[config.mk]
export PLATFORM = sky130hd
export DESIGN_NAME = cam_stream_gen_flat
export DESIGN_NICKNAME = d
export VERILOG_FILES = /design/src/rtl/cam_stream_gen_if.sv /design/src/rtl/cam_stream_gen.sv /design/src/flat_wrapper.sv
export SDC_FILE = /design/constraint.sdc
export NUM_CORES = 1
export LEC_CHECK = 0
export ABC_AREA = 1
export CORE_MARGIN = 1
export CORE_UTILIZATION = 41
export DETAILED_ROUTE_END_ITERATION = 12
export GPL_TIMING_DRIVEN = 0
export REMOVE_ABC_BUFFERS = 1
export SKIP_CTS_REPAIR_TIMING = 1
export SYNTH_ARGS = -nofsm -noshare
export SYNTH_HDL_FRONTEND = slang
export SYNTH_SLANG_ARGS = --single-unit
[constraint.sdc]
create_clock -name pclk -period 11.7 [get_ports pclk]
set_clock_uncertainty 0.1 [all_clocks]
set_input_delay 2.34 -clock pclk [delete_from_list [all_inputs] [get_ports pclk]]
set_output_delay 2.34 -clock pclk [all_outputs]
set_load 0.05 [all_outputs]
[src/rtl/cam_stream_gen_if.sv]
// Frame-buffer read port plus camera-bus pins of the stream generator.
// The master modport is the generator; the slave modport is the RAM/capture side.
interface cam_stream_gen_if #(
  parameter int ADDR_W = 17
);
  logic [ADDR_W-1:0] rdaddress;
  logic              rden;
  logic [7:0]        q;
  logic              vsync;
  logic              href;
  logic [7:0]        cam_data;
  logic              frame_done;

  modport master (
    output rdaddress, rden, vsync, href, cam_data, frame_done,
    input  q
  );

  modport slave (
    input  rdaddress, rden, vsync, href, cam_data, frame_done,
    output q
  );
endinterface

[src/rtl/cam_stream_gen.sv]
// RGB332 frame buffer -> YUV422 (Y1 U Y2 V) sensor-style stream with vsync/href timing.
// Outputs registered, one pclk behind the timing counters; free-running, no backpressure.
module cam_stream_gen #(
  parameter int H_ACTIVE    = 320,
  parameter int V_ACTIVE    = 240,
  parameter int H_BLANK     = 32,
  parameter int VSYNC_LINES = 3,
  parameter int V_BACK      = 2,
  parameter int V_FRONT     = 2,
  parameter int ADDR_W      = 17
) (
  input  logic              pclk,
  input  logic              reset,
  input  logic              enable,
  cam_stream_gen_if.master  bus
);

  localparam int LINE_LEN    = 2 * H_ACTIVE + H_BLANK;
  localparam int ACT_BYTES   = 2 * H_ACTIVE;
  localparam int V_ACT0      = VSYNC_LINES + V_BACK;
  localparam int V_ACT_END   = V_ACT0 + V_ACTIVE;
  localparam int FRAME_LINES = V_ACT_END + V_FRONT;
  localparam int H_W         = $clog2(LINE_LEN);
  localparam int V_W         = (FRAME_LINES > 1) ? $clog2(FRAME_LINES) : 1;

  localparam logic [2:0] IDLE   = 3'd0;
  localparam logic [2:0] VSYNC  = 3'd1;
  localparam logic [2:0] VBACK  = 3'd2;
  localparam logic [2:0] ACTIVE = 3'd3;
  localparam logic [2:0] VFRONT = 3'd4;

  logic [2:0]        state;
  logic [H_W-1:0]    h_cnt;
  logic [V_W-1:0]    v_cnt;
  logic [ADDR_W-1:0] rdaddress;
  logic              rden;
  logic              vsync;
  logic              href;
  logic              frame_done;
  logic [7:0]        cam_data;
  logic [7:0]        pix0;

  function automatic logic [2:0] line_state(input int line);
    if (line < VSYNC_LINES)    return VSYNC;
    else if (line < V_ACT0)    return VBACK;
    else if (line < V_ACT_END) return ACTIVE;
    else                       return VFRONT;
  endfunction

  logic line_end;
  logic frame_end;
  logic in_href;
  logic next_line_active;
  logic fetch;
  logic last_href_edge;

  always_comb begin
    line_end         = (int'(h_cnt) == LINE_LEN - 1);
    frame_end        = line_end && (int'(v_cnt) == FRAME_LINES - 1);
    in_href          = (state == ACTIVE) && (int'(h_cnt) < ACT_BYTES);
    next_line_active = (line_state(int'(v_cnt) + 1) == ACTIVE);
    // Pixel c of a line is read so q holds it at byte slot 2c; pixel 0 is
    // requested in the last blank cycle of the preceding line.
    fetch = (in_href && !h_cnt[0] && (int'(h_cnt) < ACT_BYTES - 2)) ||
            ((state != IDLE) && next_line_active && (int'(h_cnt) == LINE_LEN - 2));
    last_href_edge = (state == ACTIVE) && (int'(v_cnt) == V_ACT_END - 1) &&
                     (int'(h_cnt) == ACT_BYTES);
  end

  logic [7:0]        src;
  logic [7:0]        r8;
  logic [7:0]        g8;
  logic [7:0]        b8;
  logic [17:0]       acc;
  logic [17:0]       y_sh;
  logic [7:0]        y8;
  logic signed [9:0] du;
  logic signed [9:0] dv;
  logic signed [9:0] u10;
  logic signed [9:0] v10;
  logic [7:0]        u8;
  logic [7:0]        v8;
  logic [7:0]        byte_nxt;

  // Y1 and Y2 slots convert the pixel arriving on q; U and V slots reuse the
  // latched even pixel.
  always_comb begin
    src  = h_cnt[0] ? pix0 : bus.q;
    r8   = {src[7:5], src[7:5], src[7:6]};
    g8   = {src[4:2], src[4:2], src[4:3]};
    b8   = {4{src[1:0]}};
    acc  = 18'd77  * {10'd0, r8} +
           18'd150 * {10'd0, g8} +
           18'd29  * {10'd0, b8};
    y_sh = acc >> 8;
    y8   = (y_sh > 18'd255) ? 8'hFF : y_sh[7:0];
    du   = $signed({2'b00, b8}) - $signed({2'b00, y8});
    dv   = $signed({2'b00, r8}) - $signed({2'b00, y8});
    u10  = 10'sd128 + (du >>> 1);
    v10  = 10'sd128 + (dv >>> 1);
    u8   = (u10 < 10'sd0) ? 8'd0 : ((u10 > 10'sd255) ? 8'hFF : u10[7:0]);
    v8   = (v10 < 10'sd0) ? 8'd0 : ((v10 > 10'sd255) ? 8'hFF : v10[7:0]);
    case (h_cnt[1:0])
      2'd1:    byte_nxt = u8;
      2'd3:    byte_nxt = v8;
      default: byte_nxt = y8;
    endcase
  end

  always_ff @(posedge pclk) begin
    if (reset) begin
      state      <= IDLE;
      h_cnt      <= '0;
      v_cnt      <= '0;
      rdaddress  <= '0;
      rden       <= 1'b0;
      vsync      <= 1'b0;
      href       <= 1'b0;
      frame_done <= 1'b0;
      cam_data   <= 8'd0;
      pix0       <= 8'd0;
    end else begin
      vsync      <= (state == VSYNC);
      href       <= in_href;
      cam_data   <= in_href ? byte_nxt : 8'd0;
      frame_done <= last_href_edge;
      rden       <= fetch;

      if (in_href && (h_cnt[1:0] == 2'd0)) begin
        pix0 <= bus.q;
      end

      if (state == IDLE) begin
        h_cnt <= '0;
        v_cnt <= '0;
        if (enable) begin
          state     <= VSYNC;
          rdaddress <= '0;
        end
      end else begin
        if (rden) begin
          rdaddress <= rdaddress + 1'b1;
        end
        if (line_end) begin
          h_cnt <= '0;
          if (frame_end) begin
            // Enable is only honoured at frame boundaries.
            v_cnt     <= '0;
            rdaddress <= '0;
            state     <= enable ? VSYNC : IDLE;
          end else begin
            v_cnt <= v_cnt + 1'b1;
            state <= line_state(int'(v_cnt) + 1);
          end
        end else begin
          h_cnt <= h_cnt + 1'b1;
        end
      end
    end
  end

  assign bus.rdaddress  = rdaddress;
  assign bus.rden       = rden;
  assign bus.vsync      = vsync;
  assign bus.href       = href;
  assign bus.cam_data   = cam_data;
  assign bus.frame_done = frame_done;

endmodule

[src/flat_wrapper.sv]
// flat-port wrapper written by rule: the top's interface ports become plain ports
module cam_stream_gen_flat 
#(
  parameter int H_ACTIVE    = 320,
  parameter int V_ACTIVE    = 240,
  parameter int H_BLANK     = 32,
  parameter int VSYNC_LINES = 3,
  parameter int V_BACK      = 2,
  parameter int V_FRONT     = 2,
  parameter int ADDR_W      = 17
)
  (pclk, reset, enable, bus_rdaddress, bus_rden, bus_vsync, bus_href, bus_cam_data, bus_frame_done, bus_q);
  cam_stream_gen_if #(.ADDR_W(ADDR_W)) bus_i ();
  input  logic pclk;
  input  logic reset;
  input  logic enable;
  output wire logic [$bits(bus_i.rdaddress)-1:0] bus_rdaddress;
  output wire logic [$bits(bus_i.rden)-1:0] bus_rden;
  output wire logic [$bits(bus_i.vsync)-1:0] bus_vsync;
  output wire logic [$bits(bus_i.href)-1:0] bus_href;
  output wire logic [$bits(bus_i.cam_data)-1:0] bus_cam_data;
  output wire logic [$bits(bus_i.frame_done)-1:0] bus_frame_done;
  input wire logic [$bits(bus_i.q)-1:0] bus_q;
  assign bus_rdaddress = bus_i.rdaddress;
  assign bus_rden = bus_i.rden;
  assign bus_vsync = bus_i.vsync;
  assign bus_href = bus_i.href;
  assign bus_cam_data = bus_i.cam_data;
  assign bus_frame_done = bus_i.frame_done;
  assign bus_i.q = bus_q;
  cam_stream_gen #(.H_ACTIVE(H_ACTIVE), .V_ACTIVE(V_ACTIVE), .H_BLANK(H_BLANK), .VSYNC_LINES(VSYNC_LINES), .V_BACK(V_BACK), .V_FRONT(V_FRONT), .ADDR_W(ADDR_W)) u_core (.pclk(pclk), .reset(reset), .enable(enable), .bus(bus_i));
endmodule
[After elaboration in Yosys (flattened, before gate mapping)]
Cells that the tools add are included.
Cells by class
  $add $sub $neg: 10
  multiply operators: 3
  magnitude comparators: 10
  eq/ne operators: 11
  mux-type cells: 21
  bitwise logic cells: 1
  reduce and logical (&&, ||, !) cells: 19
Operator list (number)
  2-to-1 mux 17 bit: 5
  2-to-1 mux 8 bit: 7
  less-than comparator 32 x 3 -> 1 bit, second input constant: 1
  less-than comparator 32 x 4 -> 1 bit, second input constant: 1
  less-than comparator 32 x 9 -> 1 bit, second input constant: 1
  equality test 10 bit, second input constant: 3
  multiplier 7 x 8 -> 15 bit, first input constant: 2
  2-to-1 mux 3 bit: 7
  adder 9 x 8 -> 10 bit, first input constant: 2
  greater-than comparator 10 x 9 -> 1 bit, second input constant: 2
  less-than comparator 10 x 1 -> 1 bit, second input constant: 2
  less-than comparator 10 bit, second input constant: 2
  adder 18 x 13 -> 18 bit: 1
  subtractor 8 x 8 -> 9 bit: 2
  adder 15 x 16 -> 17 bit: 1
  adder 17 x 1 -> 17 bit, second input constant: 1
  equality test 8 x 5 -> 1 bit, second input constant: 2
  one-hot mux 8 bit (2 select lines): 1
  multiplier 5 x 8 -> 13 bit, first input constant: 1
  adder 10 x 1 -> 10 bit, second input constant: 1
  greater-than comparator 10 x 8 -> 1 bit, second input constant: 1
  adder 8 x 1 -> 9 bit, second input constant: 1
  logical AND 1 bit: 9
  adder 8 x 1 -> 8 bit, second input constant: 1
  16 further kinds: 18
Word-level totals
  register bits: 58
  input port bits: 11
  output and inout port bits: 29
  logic and storage cells: 85

[Depth between registers and ports, before layout]
  word-level depth: 12
  gate-level depth with buffers: 51
  mapped depth without buffers: 50

[Least setup slack after synthesis]
OpenSTA, ideal clock, no wires.
  path type: input to register
  from: input bus_q[2]
  to: register u_core.cam_data[5] (netlist: u_core.bus.cam_data[5])
  setup time: 109 ps
  arrival: 9836 ps
  path slack: 1655 ps
  stages: 46
  buffers on the path: 1
  cell sequence: o21ai_0 -> inv_1 -> ha_1 -> xor2_1 -> fa_1 -> xor2_1 -> inv_1 -> nand3_1 -> o21ai_0 -> xor2_1 -> ha_1 -> fa_1 -> inv_1 -> fa_1 -> inv_1 -> ha_1 -> nand2_1 -> inv_1 -> [10 not listed] -> nand2_1 -> nand2_2 -> nand3_4 -> buf_6 -> nand3_2 -> nand2_1 -> and2_1 -> ha_1 -> inv_1 -> nand2_2 -> nand2_2 -> nand2_1 -> nand3_1 -> nand3_1 -> nand3_1 -> nand3_1 -> nand2_1 -> inv_1
Between the ends
  longest elaborated chain between the ends: 12
  elaborated cells between the ends (all ways): 19
  classes of those cells: add/sub (6); mul (1); order compare (5); mux (7)
RTL lines
  start, declared: RTL line flat_wrapper.sv:23  | input wire logic [$bits(bus_i.q)-1:0] bus_q;
  2-to-1 mux 8 bit *: RTL line cam_stream_gen.sv:88  | src = h_cnt[0] ? pix0 : bus.q;
  multiplier 7 x 8 -> 15 bit *: RTL line cam_stream_gen.sv:93  | 18'd150 * {10'd0, g8} +
  adder 15 x 16 -> 17 bit *: RTL line cam_stream_gen.sv:92  | acc = 18'd77 * {10'd0, r8} +
  adder 18 x 13 -> 18 bit *: RTL line cam_stream_gen.sv:93
  greater-than comparator 10 x 8 -> 1 bit: RTL line cam_stream_gen.sv:96  | y8 = (y_sh > 18'd255) ? 8'hFF : y_sh[7:0];
  2-to-1 mux 8 bit *: RTL line cam_stream_gen.sv:96
  subtractor 8 x 8 -> 9 bit (on tied branches): RTL line cam_stream_gen.sv:98, cam_stream_gen.sv:97
  adder 9 x 8 -> 10 bit (on tied branches): RTL line cam_stream_gen.sv:100, cam_stream_gen.sv:99
  greater-than comparator 10 x 9 -> 1 bit (on tied branches): RTL line cam_stream_gen.sv:102, cam_stream_gen.sv:101
  2-to-1 mux 8 bit (on tied branches) (2 in a row): RTL line cam_stream_gen.sv:102, cam_stream_gen.sv:101
  one-hot mux 8 bit (2 select lines) *: RTL line cam_stream_gen.sv:103  | case (h_cnt[1:0])
  end signal, assigned: RTL line cam_stream_gen.sv:125  | cam_data <= in_href ? byte_nxt : 8'd0;
  end, declared: RTL line cam_stream_gen.sv:40  | logic [7:0] cam_data;
Mark *: on every way between the ends. The rest lies on a longest branch, timed or not.
A chain may end at the register's enable or synchronous reset.

[Worst setup path in the final report]
  from: input bus_q[4]
  to: register u_core.cam_data[6] (netlist: u_core.bus.cam_data[6])
The elaborated chain is that of the path after synthesis.

==> metrics <==
run status=finished clean; DR DRC count=0; pre-CTS setup slack=-0.0866 ns; Worst Setup Path Type=input pin to flip-flop; Rel. slew slack=0.164; Cell Rows=47; setup violators final=0; Root Driver=clkbuf_16; post-route ant nets=0; Worst path top cell family by delay=adder cells; via/cell ratio=around 5.0; Top Ports=40; Yosys reg bits=58; antenna violations before repair=0; Worst Tran Pin Value=about 1.2 ns; Worst-Skew Late Latency=0.33 ns; unrepaired setup endpoints after global routing=no; Cell variety after synth=50; Max Cap Viol=0; fin area=just under 0.008 mm²; gr ovfl total=0; Pre-Repair DR Iteration Count=5; CTS tree=done; Layout Nets=1,181; Tmin final=11.02 ns; share of cells above drive strength 1=0.0829; Max Root-Sink Buffers=2; Worst EP arrival=~11 ns; WP buf/inv=7; WP data required=roughly 12 ns; cell taking the most area after synthesis=ha_1; routability cong.=0.851; Final Hold Viols=0; Post-Syn Area per Cell=6.91 µm²; Detailed Place HPWL=around 13,000 µm; DRT iter0 DRCs=about 400; post-DR wirelength/cell=12.8 µm; vias in the first global route=5,872; most common cell after layout, fill and taps aside=nand2_1; clock-pin slew on the worst setup and hold paths=approximately 0.05 ns; Starting Density=0.420; CTS H-tree depth=3; die boundary height=around 130 µm; slowest stage delay, CP=0.53 ns; Critical Path Slowest Stage Cell=fa_1; fin. max-slew vios=0; n_diodes=0; Area Growth Syn to Fin=13.9%; CTS Buf Count=9; Worst Hold Class=flip-flop to flip-flop; sequential-to-total area share from yosys stat=0.167; IO Port Bufs=39; DRT Wirelength=around 16,000 µm; routed via count=between 6,000 and 7,000; DIE WIDTH=132 µm; fmax=90.8 MHz; global-route wire length before repair=~28,000 µm; GRT Overall Usage=0.195; Synth area leaders=ha_1, dfxtp_1, nand2_1; placed cell areas=0.00756 mm²; crit-path most repeated cell=nand2_1; most frequent cells in the layout=nand2_1, inv_1, ha_1; Post-Synthesis Cells=1,008; startpoint types=input pin; full die area=around 0.018 mm²; largest net degree at the start of global routing=25; number of clock sinks=58; Core Area=0.0166 mm²; Crit. End Element=flip-flop; period utilization=0.942; yosys warns=0; Final WS setup=just under 0.7 ns; Cell Area, Synth=a little under 0.007 mm²; worst-path fanout max=23; Synth top area share=0.190
-- cell usage after synthesis, drive strengths merged --
master  instances
a221oi          4
a31oi           3
inv           165
conb            1
a22o            1
xnor2          13
nor4b           1
o21a            6
o21ai          44
o21bai          3
ha            106
o31ai           1
a211oi          3
o22ai           2
xor2           23
clkbuf          7
clkinv          1
nor2           79
nand3          71
o211ai          3
buf             9
nand4          26
fa             20
nor3b           2
nor3           14
nor4            9
nand2         245
a21boi          3
dfxtp          58
or2             9
a41oi           1
nand3b          6
a22oi           1
and2            1
a21oi          67
-- cell families after synthesis --
group,synth area share
and+or+nand+nor,0.319
DFF,0.167
buffers and inverters,0.104
other,0.000539
AOI/OAI and AO/OA,0.116
xor gates and xnor gates,0.0453
adders and majority gates,0.248
-- worst paths after layout --
path,startpoint,endpoint,slack (ns),cells after the start
worst min register to register,u_core.pix0[5],u_core.pix0[5],0.35,2
worst min-delay path,u_core.pix0[5],u_core.pix0[5],0.35,2
worst max-delay path,bus_q[4],u_core.bus.cam_data[6],0.68,44
worst max register to register,u_core.h_cnt[0],u_core.bus.cam_data[6],2.26,44
-- flip-flops by register name (all words and copies together) (netlist names) --
signal	flops
u_core.state	3
u_core.bus.href	1
u_core.bus.cam_data	8
u_core.bus.frame_done	1
u_core.h_cnt	10
u_core.bus.rdaddress	17
u_core.v_cnt	8
u_core.pix0	8
u_core.bus.rden	1
u_core.bus.vsync	1
-- stage by stage --
stage / util / std cells / TNS, ns / hold WS (ns)
global placement: 0.454 / 1251 / -0.0696 / 0.333
CTS: 0.478 / 1269 / 0 / 0.345
floorplan: - / 992 / 0 / 0.324
detailed placement: 0.456 / 1253 / -0.231 / 0.337
finish: 0.478 / 1269 / 0 / 0.349
global route: 0.478 / 1269 / 0 / 0.375
-- per-layer routing --
metal  up-vias  wire length (µm)  track usage  part of all wire
li1       3353                 -            -                 -
met1      2894              8250        0.274              0.51
met2       106              7330        0.314              0.45
met3        21               530       0.0265             0.033
met4         0               196       0.0479             0.012
met5         -                 0            0                 0
-- layout make-up --
class,count,area [µm²]
repair buffers,41,420
fillers,1751,8650
well taps,220,275
multi-input cells,768,5100
inverters,166,623
flip-flops and latches,58,1160
clock buffers,12,256
clock inverters,4,97.6
-- tightest hold or removal path: cells and delay by family (launching register included) --
family,cells,cell delay [ns]
buf+inv,1,0.05
flops,1,0.31
compound gates,1,0.05
Power is left out: the tool's default activity adds up to more than one toggle a clock period on the data nets, which glitch-free logic cannot reach.
